### src/rtl/cam_lookup_ctrl.sv
// cam_lookup_ctrl: CAM request initiator; searches for a key, inserts it round-robin on a miss
// (reading out the victim once the CAM is full) and returns the index.
module cam_lookup_ctrl #(
    parameter int ARRAY_WIDTH_LOG2 = 5,
    parameter int ARRAY_SIZE_LOG2  = 5,
    localparam int DW = 2 ** ARRAY_WIDTH_LOG2,
    localparam int AW = ARRAY_SIZE_LOG2,
    localparam int OW = ARRAY_SIZE_LOG2 + 1
) (
    input  logic          clk,
    input  logic          reset_i,
    input  logic          req_valid_i,
    output logic          req_ready_o,
    input  logic [DW-1:0] req_key_i,
    output logic          resp_valid_o,
    input  logic          resp_ready_i,
    output logic          resp_hit_o,
    output logic [AW-1:0] resp_index_o,
    output logic          resp_evict_o,
    output logic [DW-1:0] resp_evict_key_o,
    output logic [OW-1:0] occupancy_o,
    output logic          cam_read_o,
    output logic [AW-1:0] cam_read_index_o,
    input  logic          cam_read_valid_i,
    input  logic [DW-1:0] cam_read_value_i,
    output logic          cam_write_o,
    output logic [AW-1:0] cam_write_index_o,
    output logic [DW-1:0] cam_write_data_o,
    output logic          cam_search_o,
    output logic [DW-1:0] cam_search_data_o,
    input  logic          cam_search_valid_i,
    input  logic [AW-1:0] cam_search_index_i
);
    typedef enum logic [2:0] {IDLE, SEARCH, EVICT_RD, WRITE, RESP} state_t;

    state_t        state_q, state_d;
    logic [DW-1:0] key_q, evict_key_q;
    logic [AW-1:0] idx_q, alloc_q;
    logic [OW-1:0] occ_q;
    logic          hit_q, evict_q;

    // occupancy saturates at N, so its top bit alone means full
    logic full;
    assign full = occ_q[AW];

    always_ff @(posedge clk or negedge reset_i) begin
        if (!reset_i) state_q <= IDLE;
        else          state_q <= state_d;
    end

    always_comb begin
        state_d = state_q;
        unique case (state_q)
            IDLE:     state_d = req_valid_i ? SEARCH : IDLE;
            SEARCH:   state_d = cam_search_valid_i ? RESP : full ? EVICT_RD : WRITE;
            EVICT_RD: state_d = WRITE;
            WRITE:    state_d = RESP;
            RESP:     state_d = resp_ready_i ? IDLE : RESP;
            default:  state_d = IDLE;
        endcase
    end

    always_comb begin
        req_ready_o  = reset_i && state_q == IDLE;
        cam_search_o = state_q == SEARCH;
        cam_read_o   = state_q == EVICT_RD;
        cam_write_o  = state_q == WRITE;
        resp_valid_o = state_q == RESP;
    end

    always_ff @(posedge clk or negedge reset_i) begin
        if (!reset_i) begin
            key_q       <= '0;
            hit_q       <= 1'b0;
            idx_q       <= '0;
            evict_q     <= 1'b0;
            evict_key_q <= '0;
            alloc_q     <= '0;
            occ_q       <= '0;
        end else begin
            if (state_q == IDLE && req_valid_i) key_q <= req_key_i;
            if (state_q == SEARCH) begin
                hit_q <= cam_search_valid_i;
                idx_q <= cam_search_valid_i ? cam_search_index_i : alloc_q;
            end
            if (state_q == EVICT_RD) begin
                evict_q     <= cam_read_valid_i;
                evict_key_q <= cam_read_valid_i ? cam_read_value_i : '0;
                idx_q       <= alloc_q;
            end
            if (state_q == WRITE) begin
                alloc_q <= alloc_q + AW'(1);
                occ_q   <= occ_q + OW'(!full);
            end
            if (state_q == RESP && resp_ready_i) begin
                hit_q       <= 1'b0;
                evict_q     <= 1'b0;
                evict_key_q <= '0;
            end
        end
    end

    assign resp_hit_o        = hit_q;
    assign resp_index_o      = idx_q;
    assign resp_evict_o      = evict_q;
    assign resp_evict_key_o  = evict_key_q;
    assign occupancy_o       = occ_q;
    assign cam_read_index_o  = alloc_q;
    assign cam_write_index_o = idx_q;
    assign cam_write_data_o  = key_q;
    assign cam_search_data_o = key_q;
endmodule
### config.mk
export PLATFORM = sky130hd
export DESIGN_NAME = cam_lookup_ctrl
export DESIGN_NICKNAME = d
export VERILOG_FILES = /design/src/rtl/cam_lookup_ctrl.sv
export SDC_FILE = /design/constraint.sdc
export NUM_CORES = 1
export LEC_CHECK = 0
export CAP_MARGIN = 20
export CELL_PAD_IN_SITES_DETAIL_PLACEMENT = 1
export CELL_PAD_IN_SITES_GLOBAL_PLACEMENT = 1
export CORE_ASPECT_RATIO = 0.6
export CORE_MARGIN = 2
export CORE_UTILIZATION = 27
export DETAILED_ROUTE_END_ITERATION = 7
export PLACE_DENSITY = 0.83
export SLEW_MARGIN = 20
export SYNTH_ARGS = -nofsm -noshare
export SYNTH_HDL_FRONTEND = slang
export SYNTH_SLANG_ARGS = --single-unit
### constraint.sdc
create_clock -name clk -period 1.7 [get_ports clk]
set_clock_uncertainty 0.15 [all_clocks]
set_input_delay 0.255 -clock clk [delete_from_list [all_inputs] [get_ports clk]]
set_output_delay 0.255 -clock clk [all_outputs]
set_load 0.05 [all_outputs]
Word-level counts from Yosys, hierarchy flattened
Cells that the tools add are included.
{"block": "word_totals", "input_bits": 75, "ff_bits": 85, "output_inout_bits": 124}
{"block": "op_classes", "mux": 15, "n_eq_ne": 4, "reduce_logical": 8, "add_sub_neg": 2}
{"operator": "$mux W32", "n": 3}
{"operator": "$mux W5", "n": 3}
{"operator": "$pmux W3 S5", "n": 1}
{"operator": "$add A6 B1 Y6", "n": 1}
{"operator": "$eq A3 B2 Y1 const B", "n": 2}
{"operator": "$mux W1", "n": 6}
{"operator": "$mux W3", "n": 2}
{"operator": "$reduce_bool A2 Y1", "n": 3}
{"operator": "$add A5 B1 Y5 const B", "n": 1}
{"operator": "$eq A3 B1 Y1 const B", "n": 1}
{"operator": "$eq A3 B3 Y1 const B", "n": 1}
{"operator": "$logic_and A1 B1 Y1", "n": 3}
{"operator": "$logic_not A3 Y1", "n": 1}
{"operator": "$logic_not A1 Y1", "n": 1}

Logic depth before layout (Yosys ltp)
{"block": "logic_depth", "word_depth": 3, "mapped_depth": 8, "ltp_nobuf": 5}

Least setup slack after synthesis
No wires, ideal clock.
{"block": "synth_timing", "path_type": "register to output", "from": "register state_q[2]", "to": "output port req_ready_o", "t_required_ns": 1.295, "path_stages_with_launch": 4, "arrival_time_ns": 2.346, "slack_ns": -1.051, "path_cell_list": "dfrtp_1 > buf_6 > clkbuf_1 > nor4b_1"}
{"block": "synth_between", "elab_chain_len": 2}
{"item": "start: declaration", "line": "36", "rtl": "state_t state_q, state_d;"}
{"item": "start signal: assignment", "line": "48", "rtl": "else state_q <= state_d;"}
{"item": "$logic_not A3 Y1", "line": "64", "rtl": "req_ready_o = reset_i && state_q == IDLE;"}
{"item": "$logic_and A1 B1 Y1", "line": "64"}
{"item": "end: declaration", "line": "13", "rtl": "output logic req_ready_o,"}
No other way between the ends.

Worst setup path after layout
{"block": "layout_timing", "from": "register state_q[2]", "to": "output port cam_read_o"}
{"block": "layout_between", "elab_chain_len": 1}
{"item": "$eq A3 B2 Y1", "line": "66", "rtl": "cam_read_o = state_q == EVICT_RD;"}
{"item": "end: declaration", "line": "22", "rtl": "output logic cam_read_o,"}
No other way between the ends.

==> flow_summary.yaml <==
cts:
  clk_latency_ns: 0.33
  h-tree-depth: 3
  clockBufferDepth: 2
  clk_pin_slew_ns: 0.06
  cts_tree: "yes"
  cts_root_buf: "clkbuf_16"
  cts_buffers: 9
  cts_sinks: 85
final_layout:
  final_area_um2: 6220
  layout.cells.non_filler: 632
  syn_to_final_growth_pct: 68.7
  fin_nets: 530
  final_core_util_pct: 46.1
  diodes: 0
  drive_gt1_share_pct: 47.7
min_path:
  hold_path_class: "reg2reg"
floorplanning:
  fp.dieH_um: 94.5
  core_area_um2: 13500
  fp.dieW_um: 155
  start_util_pct: 27.3
  core.rowCount: 33
  boundaryPins: 199
  dieArea_um2: 14600
global_routing:
  grt_antenna_before_repair: 1
  grt_start_max_net_pins: 86
  grt_pass1_vias: 3002
  grt_overflow_total: 0
  grt_usage_pct: 14.9
  grt_pass1_wl_um: 16700
logic_synthesis:
  async_flop_share_pct: 100
  synth_seq_cells: 85
  synth_cells: 264
  synthFlopType: "dfrtp_1"
  yosysWarningCount: 0
  synth_edf_count: 0
  synth_area_leaders: "dfrtp_1 (58%), mux2_2 (9.2%), buf_4 (7.7%)"
  syn_area_um2: 3690
  yosysUniqueCellTypes: 34
  netlist_top_cells_count: "dfrtp_1 (85), buf_4 (38), a22o_1 (32)"
  synth_nets: 342
  synth_seq_area_share_pct: 57.7
  postSynthAreaPerCell_um2: 14.0
  yosysTopAreaCell: "dfrtp_1"
  yosysMostFrequentCell: "dfrtp_1"
  synth_top_area_share_pct: 57.7
sta:
  slew_headroom_pct: 69.4
  fin_crit_ns: 1.88
  slew_violations: 0
  rsz0062_at_grt: "yes"
  worstMarginPinSlew_ns: 0.459
  max_freq_mhz: 531
  hold-worst-slack_ns: 0.342
  finalCritPeriodShare_pct: 111
  final_hold_viol_count: 0
  fin_ws_ns: -0.184
  setup_violations: 40
worst_setup_path:
  critPathMaxStageDelay_ns: 0.45
  crit_fanout: 3
  cp_cell_sequence: "or3b_4 > clkinv_8 > buf_12 > buf_12"
  cp.arrival_ns: 1.48
  cp_slowest_cell: "or3b_4"
  startpoint_type: "register"
  worst-endpoint-required_ns: 1.29
  path_class: "reg2out"
  crit_path_end_kind: "output port"
  cpMostUsedCell: "buf_12"
detailed_routing:
  vias: 2876
  via_per_inst: 4.55
  dr.pass1.iters: 4
  avgRoutedWirePerCell_um: 18.5
  postRouteAntennaNets: 0
  drtIter0Drc: 72
  drc: 0
  wirelength_um: 11700
place:
  placed_cells: 601
  place_area_um2: 5590
  gp_congestion: 0.804
  io_buffer_count: 198
  dp_hpwl_um: 7900
outcome:
  violations: "negative setup slack"
  status: "finished, violations left"
flow_run:
  drv_cap: 0
==> flip-flops by register name (all words and copies together), names as in the netlist <==
| register | cells |
|---|---|
| cam_search_data_o | 32 |
| resp_evict_key_o | 32 |
| occupancy_o | 6 |
| cam_read_index_o | 5 |
| cam_write_index_o | 5 |
| state_q | 3 |
| resp_evict_o | 1 |
| resp_hit_o | 1 |
==> critical path, delay by kind of cell, from the launching register on <==
| family | cells | cell delay [ns] |
|---|---|---|
| buffers and inverters | 3 | 0.29 |
| DFF | 1 | 0.41 |
| and+or+nand+nor | 1 | 0.45 |
==> path summary, 6_finish.rpt <==
path	cells past startpoint	slack [ns]	from	endpoint
worst max-delay path	4	-0.18	state_q[2]	cam_read_o
worst min-delay path	1	0.34	occupancy_o[5]	occupancy_o[5]
worst max register to register	5	-0.13	state_q[0]	cam_search_data_o[19]
worst min register to register	1	0.34	occupancy_o[5]	occupancy_o[5]
max in group asynchronous	3	0.64	reset_i	resp_evict_key_o[12]
min in group asynchronous	3	0.41	reset_i	occupancy_o[3]
==> cell families after synthesis <==
logic type | after synthesis | synth area share [%]
flip-flops | 85 | 57.7
XOR/XNOR | 9 | 2.14
AO/OA/AOI/OAI | 53 | 12.0
buffers and inverters | 58 | 12.5
AND/OR/NAND/NOR | 21 | 4.00
multiplexers | 35 | 10.7
adder cells (fa/ha/maj) | 3 | 1.02
==> per-stage QoR <==
stage          setup TNS [ns]  worst slack, ns
2_1_floorplan           -2.38          -0.0762
3_3_place_gp            -6.71           -0.182
3_5_place_dp            -9.21           -0.217
4_1_cts                 -4.41           -0.208
5_1_grt                 -6.73           -0.237
6_report                -4.26           -0.184
==> layer usage <==
layer | global-route usage, % | share of wire [%] | vias to the layer above
met4 | 2.55 | 0.42 | 2
met3 | 5.28 | 7.2 | 8
li1 | - | - | 1293
met2 | 24.6 | 47 | 131
met5 | 0 | 0.11 | -
met1 | 19.2 | 45 | 1442
==> timing repair <==
action | 4_1_cts | 5_1_grt
gates resized for setup | 11 | 37
pin swaps | 14 | 4
endpoints found under the hold margin | 85 | 0
endpoints found under the setup margin | 75 | 75
hold buffers | 1 | 0
setup buffers | 6 | 3
gates cloned | 3 | 3
==> layout by cell type (no fill, tap or decap), types with 3 or more instances in the layout <==
cell / count
xnor2_1: 8
inv_6: 4
a22o_1: 32
clkbuf_16: 9
dfrtp_1: 84
nand2_1: 3
buf_6: 6
buf_4: 123
ha_1: 3
mux2_4: 32
inv_1: 3
nand4_1: 4
o21ai_0: 5
and2_4: 4
buf_12: 23
clkdlybuf4s50_1: 73
nor2_1: 3
mux2_2: 3
a311oi_1: 4
a2bb2oi_1: 5
==> area by class of cell <==
type                            count  area [um2]
Fill cell                        1377        7280
Timing Repair Buffer              228        2250
Sequential cell                    85        2130
Multi-Input combinational cell    124        1290
Clock buffer                        9         225
Tap cell                          175         219
Clock inverter                      7        78.8
Inverter                            4        27.5
Power is left out: the tool's default activity adds up to more than one toggle a clock period on the data nets, which glitch-free logic cannot reach.
